<file path="src/rtl/svm_stream.sv">
// rtl/svm_stream.sv - streaming linear-SVM classifier, one label per modality
// Optional feature: define SVM_SCORE_OUT_EN to expose raw per-mode scores on dout_score.

module svm_stream #(
    parameter int NBITS     = 9,
    parameter int F_WIDTH   = 214,
    parameter int NPARALLEL = 2,
    parameter int NMODES    = 2,
    parameter int MAX_SUP   = 160,
    parameter int SW        = $clog2(MAX_SUP + 1),
    parameter int ACC_W     = 3 * NBITS + $clog2(F_WIDTH) + $clog2(MAX_SUP) + 1
) (
    input  logic                      clk,
    input  logic                      rst,
    input  logic                      fin_valid,
    output logic                      fin_ready,
    input  logic [NMODES*SW-1:0]      in_nsup,
    input  logic [NMODES*ACC_W-1:0]   in_intercept,
    input  logic                      feat_valid,
    output logic                      feat_ready,
    input  logic [NPARALLEL*NBITS-1:0] feat_data,
    input  logic                      sv_valid,
    output logic                      sv_ready,
    input  logic [NPARALLEL*NBITS-1:0] sv_data,
    input  logic [NBITS-1:0]          sv_alpha,
    output logic                      dout_valid,
    input  logic                      dout_ready,
    output logic [NMODES-1:0]         dout_label
`ifdef SVM_SCORE_OUT_EN
    ,
    output logic [NMODES*ACC_W-1:0]   dout_score
`endif
);

    localparam int FBEATS = F_WIDTH / NPARALLEL;
    localparam int BW     = (FBEATS > 1) ? $clog2(FBEATS) : 1;
    localparam int MW     = (NMODES > 1) ? $clog2(NMODES) : 1;
    localparam int DOT_W  = 2 * NBITS + $clog2(F_WIDTH);
    localparam int LANE_W = NPARALLEL * NBITS;

    generate
        if (F_WIDTH % NPARALLEL != 0) begin : g_bad_width
            $error("svm_stream: F_WIDTH must be a multiple of NPARALLEL");
        end
    endgenerate

    typedef enum logic [2:0] {IDLE, FEAT, SV, DRAIN, OUT} state_t;

    state_t state, state_nxt;

    logic [LANE_W-1:0]        feat_buf [FBEATS];
    logic [BW-1:0]            feat_cnt;
    logic [BW-1:0]            sv_beat;
    logic [SW-1:0]            sv_cnt;
    logic [SW-1:0]            nsup_q [NMODES];
    logic signed [ACC_W-1:0]  intercept_q [NMODES];
    logic signed [ACC_W-1:0]  score [NMODES];
    logic [MW-1:0]            mode;
    logic                     drain_cnt;
    logic [NMODES-1:0]        label_q;

    logic                     p_valid;
    logic                     p_last;
    logic signed [DOT_W-1:0]  p_sum;
    logic signed [NBITS-1:0]  p_alpha;
    logic signed [DOT_W-1:0]  dot_acc;

    logic                     fin_hs, feat_hs, sv_hs, dout_hs;
    logic                     feat_last, sv_beat_last, vec_all_done, mode_last;
    logic [SW-1:0]            nsup_cur;
    logic signed [DOT_W-1:0]  beat_sum;
    logic signed [DOT_W-1:0]  dot_next;
    logic signed [ACC_W-1:0]  score_add;

    assign fin_hs       = fin_valid && fin_ready;
    assign feat_hs      = feat_valid && feat_ready;
    assign sv_hs        = sv_valid && sv_ready;
    assign dout_hs      = dout_valid && dout_ready;
    assign nsup_cur     = nsup_q[mode];
    assign feat_last    = (feat_cnt == BW'(FBEATS - 1));
    assign sv_beat_last = (sv_beat == BW'(FBEATS - 1));
    assign vec_all_done = sv_beat_last && (sv_cnt == nsup_cur - SW'(1));
    assign mode_last    = (mode == MW'(NMODES - 1));

    // State register
    always_ff @(posedge clk or posedge rst) begin
        if (rst) begin
            state <= IDLE;
        end else begin
            state <= state_nxt;
        end
    end

    // Next-state logic
    always_comb begin
        state_nxt = state;
        case (state)
            IDLE:  if (fin_hs) state_nxt = FEAT;
            FEAT:  if (feat_hs && feat_last) state_nxt = (nsup_cur != '0) ? SV : DRAIN;
            SV:    if (sv_hs && vec_all_done) state_nxt = DRAIN;
            DRAIN: if (drain_cnt) state_nxt = mode_last ? OUT : FEAT;
            OUT:   if (dout_hs) state_nxt = IDLE;
            default: state_nxt = IDLE;
        endcase
    end

    // Handshake outputs
    always_comb begin
        fin_ready  = (state == IDLE) && !rst;
        feat_ready = (state == FEAT);
        sv_ready   = (state == SV);
        dout_valid = (state == OUT);
    end

    assign dout_label = label_q;

    // Lane products of one support beat against the stored feature beat
    always_comb begin
        beat_sum = '0;
        for (int l = 0; l < NPARALLEL; l++) begin
            beat_sum = beat_sum
                     + DOT_W'($signed(feat_buf[sv_beat][l*NBITS +: NBITS]))
                     * DOT_W'($signed(sv_data[l*NBITS +: NBITS]));
        end
    end

    assign dot_next  = dot_acc + p_sum;
    assign score_add = ACC_W'(p_alpha) * ACC_W'(dot_next);

    always_ff @(posedge clk) begin
        if (feat_hs) begin
            feat_buf[feat_cnt] <= feat_data;
        end
    end

    always_ff @(posedge clk or posedge rst) begin
        if (rst) begin
            feat_cnt  <= '0;
            sv_beat   <= '0;
            sv_cnt    <= '0;
            mode      <= '0;
            drain_cnt <= 1'b0;
            label_q   <= '0;
            p_valid   <= 1'b0;
            p_last    <= 1'b0;
            p_sum     <= '0;
            p_alpha   <= '0;
            dot_acc   <= '0;
            for (int m = 0; m < NMODES; m++) begin
                nsup_q[m]      <= '0;
                intercept_q[m] <= '0;
                score[m]       <= '0;
            end
        end else begin
            p_valid <= sv_hs;
            p_last  <= sv_hs && sv_beat_last;
            if (sv_hs) begin
                p_sum <= beat_sum;
                if (sv_beat_last) begin
                    p_alpha <= $signed(sv_alpha);
                end
            end

            // Second pipeline stage: fold beat into dot, retire vector into score
            if (p_valid) begin
                if (p_last) begin
                    score[mode] <= score[mode] + score_add;
                    dot_acc     <= '0;
                end else begin
                    dot_acc <= dot_next;
                end
            end

            case (state)
                IDLE: begin
                    if (fin_hs) begin
                        mode     <= '0;
                        label_q  <= '0;
                        feat_cnt <= '0;
                        sv_beat  <= '0;
                        sv_cnt   <= '0;
                        dot_acc  <= '0;
                        for (int m = 0; m < NMODES; m++) begin
                            nsup_q[m] <= (in_nsup[m*SW +: SW] > SW'(MAX_SUP))
                                       ? SW'(MAX_SUP) : in_nsup[m*SW +: SW];
                            intercept_q[m] <= $signed(in_intercept[m*ACC_W +: ACC_W]);
                            score[m]       <= (m == 0) ? $signed(in_intercept[m*ACC_W +: ACC_W])
                                                       : '0;
                        end
                    end
                end
                FEAT: begin
                    if (feat_hs) begin
                        feat_cnt <= feat_last ? '0 : feat_cnt + BW'(1);
                    end
                end
                SV: begin
                    if (sv_hs) begin
                        sv_beat <= sv_beat_last ? '0 : sv_beat + BW'(1);
                        if (sv_beat_last) begin
                            sv_cnt <= sv_cnt + SW'(1);
                        end
                    end
                end
                DRAIN: begin
                    drain_cnt <= ~drain_cnt;
                    if (drain_cnt) begin
                        label_q[mode] <= ~score[mode][ACC_W-1];
                        if (!mode_last) begin
                            mode                 <= mode + MW'(1);
                            score[mode + MW'(1)] <= intercept_q[mode + MW'(1)];
                            sv_cnt               <= '0;
                            sv_beat              <= '0;
                        end
                    end
                end
                OUT: begin
                    if (dout_hs) begin
                        label_q <= '0;
                    end
                end
                default: ;
            endcase
        end
    end

`ifdef SVM_SCORE_OUT_EN
    generate
        for (genvar g = 0; g < NMODES; g++) begin : g_score_out
            assign dout_score[g*ACC_W +: ACC_W] = score[g];
        end
    endgenerate
`endif

endmodule

</file>
<file path="config.mk">
export PLATFORM = sky130hd
export DESIGN_NAME = svm_stream
export DESIGN_NICKNAME = d
export VERILOG_FILES = /design/src/rtl/svm_stream.sv
export SDC_FILE = /design/constraint.sdc
export NUM_CORES = 2
export LEC_CHECK = 0
export CAP_MARGIN = 25
export CORE_MARGIN = 4
export CORE_UTILIZATION = 50
export DETAILED_ROUTE_END_ITERATION = 12
export PLACE_DENSITY = 0.66
export SLEW_MARGIN = 20
export SYNTH_ARGS = -nofsm -noshare
export SYNTH_HDL_FRONTEND = slang
export SYNTH_SLANG_ARGS = --single-unit
</file>
<file path="constraint.sdc">
create_clock -name clk -period 9 [get_ports clk]
set_input_delay 1.35 -clock clk [delete_from_list [all_inputs] [get_ports clk]]
set_output_delay 1.35 -clock clk [all_outputs]
set_load 0.005 [all_outputs]
</file>
==> out/metrics.cfg <==
[final_layout]
design_area_sq_um=117000
layout.cells.non_filler=9486
fin_util_pct=57.9
synthToLayoutAreaGrowth_pct=14.7
layout.nets=7408
drive_above_1_share_pct=22.6

[clocking]
cts_root_buf=clkbuf_16
clockBufferDepth=3
clock_latency_ns=0.87
htreeDepth=4
cts_tree=yes
clk_pin_slew_ns=0.06
cts_sinks=2159
numCtsBuffers=216
hold_buffers=0

[sta]
tightest_slew_ns=1.07
setup_viol=0
worst_slack_ns=0.166
fin_skew_ns=0.0781
post-route-period-util_pct=98.2
report.final.slew_viol_count=0
hold_viol=0
rsz0062_at_grt=yes
fmax_mhz=113
relSlewSlack_pct=28.3
period_minus_slack_ns=8.83

[worst_setup_path]
crit_slowest_cell=dfrtp_4
critPathMaxFanout=9
crit_type=register to register
cp.required_ns=9.72
start_kind=register
cp_common_cell=fa_1
cp_top_family=adder cells
r2r_setup_slack_ns=0.17
crit_arrival_ns=9.56
cpPeakStageDelay_ns=0.56
path_buf_inv=8
end_kind=register

[floorplan]
start_util_pct=50.5
die-width_um=461
die_y_um=461
io_pins=161
rows=165
dieArea_sq_um=212000
coreArea_sq_um=203000

[synth]
syn_nets=6951
synth_area_per_cell_sq_um=16.6
yosys_warnings=0
synth_common_cells=1926 x edfxtp_1, 594 x mux4_2, 583 x nand2_1
synth_top_area_cell=edfxtp_1
synthCells=6173
syn-cell-area_sq_um=102000
synth_cell_types=74
yosysTopAreaCellShare_pct=56.4
synthTopCellsByArea=edfxtp_1 56%, mux4_2 13%, fa_1 8.1%, dfrtp_1 5.7%, ha_1 2.6%
async_flop_share_pct=10.8
ys_seq_elements=2159
synth_most_common_cell=edfxtp_1
seq_area_frac_synth_pct=62.1
synth_flop_cell=edfxtp_1
synth_edf_count=1926

[detailed_routing]
drtAntennaViolNets=0
drtIter0Drc=6046
post_drt_wl_per_cell_um=27.5
viasPerCell=5.97
dr.pass1.iters=8
vias=56600
drc=0
drt_wl_total_um=260000

[grt]
antenna_found_initial=13
grt_usage_pct=24.7
grt_pass1_wl_um=386000
grt_start_max_net_pins=151
overflow=0
grt_pass1_vias=58500

[job]
drv_cap=0

[placement]
place_congestion=0.888
dpl_cell_area_sq_um=110000
hpwl_um=165000
place_ws_ns=0.150
dp_cells=9034
port_buffers=160

[hold_path]
hp-class=register to register

[status]
outcome=complete, no violations

[layer usage]
layer	up-vias	wire length, um	global-route usage (%)	part of all wire, %
li1	23900	-	-	-
met1	29900	105000	34.8	40
met2	2361	128000	40.3	49
met3	415	20200	3.71	7.8
met4	8	7600	7.23	2.9
met5	-	47	0	0.018
[through the flow]
stage,hold slack (ns),TNS (ns)
2_1_floorplan,0.445,0
3_3_place_gp,0.462,0
3_5_place_dp,0.463,0
4_1_cts,0.478,0
5_1_grt,0.494,-0.0997
6_report,0.475,0
[final timing paths]
| path | from | to | cells after the start |
|---|---|---|---|
| max | sv_beat[0] | p_sum[24] | 29 |
| min | intercept_q[1] | intercept_q[1] | 2 |
| max reg2reg | sv_beat[0] | p_sum[24] | 29 |
| min reg2reg | intercept_q[1] | intercept_q[1] | 2 |
| max in group asynchronous | rst | p_alpha[2] | 3 |
| min in group asynchronous | rst | nsup_q[6] | 2 |
[cell usage in the layout (no fill, tap or decap), types with 175 or more instances in the layout]
| cell | synthesis | final |
|---|---|---|
| buf_4 | 32 | 317 |
| o21ai_0 | 178 | 175 |
| fa_1 | 413 | 411 |
| nand2_1 | 583 | 582 |
| mux4_2 | 594 | 594 |
| clkbuf_16 | 0 | 225 |
| edfxtp_1 | 1926 | 1926 |
| inv_1 | 495 | 494 |
| dfrtp_1 | 233 | 225 |
| ha_1 | 210 | 209 |
[worst register-to-register path, delay by kind of cell (launching register included)]
kind,cells,cell delay [ns]
adders and majority gates,8,3.52
muxes,4,1.83
AOI/OAI and AO/OA,6,1.23
buffers and inverters,8,1.10
DFF,1,0.56
and+or+nand+nor,2,0.31
xor gates and xnor gates,1,0.12
[state kept, by name, indices dropped and copies added, names as in the netlist]
name,cells
feat_buf,1926
score,88
intercept_q,44
dot_acc,26
p_sum,19
nsup_q,16
p_alpha,9
sv_cnt,8
feat_cnt,7
sv_beat,7
state,3
dout_label,2
drain_cnt,1
mode,1
p_last,1
p_valid,1
[logic make-up after synthesis]
kind of cell               Yosys count  synth area share [%]
DFF                               2159                  62.1
and+or+nand+nor                   1195                  5.21
buffers and inverters              791                  3.10
muxes                              764                  14.8
adders and majority gates          623                  10.6
AOI/OAI and AO/OA                  531                  3.16
xor gates and xnor gates           110                 0.947
[cell type report]
type                            count  area [sq um]
Fill cell                       15200         85400
Sequential cell                  2159         63700
Multi-Input combinational cell   3223         36100
Clock buffer                      276          5710
Timing Repair Buffer              532          5370
Tap cell                         2672          3340
Inverter                          498          1880
Clock inverter                    121          1340
Antenna cell                        5          12.5
[timing repair]
action                     CTS  global route
setup endpoints to repair    0            27
gates resized for setup      0            51
buffers inserted             0            38
Power is not shown: default switching activity piles up to over one toggle a cycle in this logic, so the estimate is an artifact.
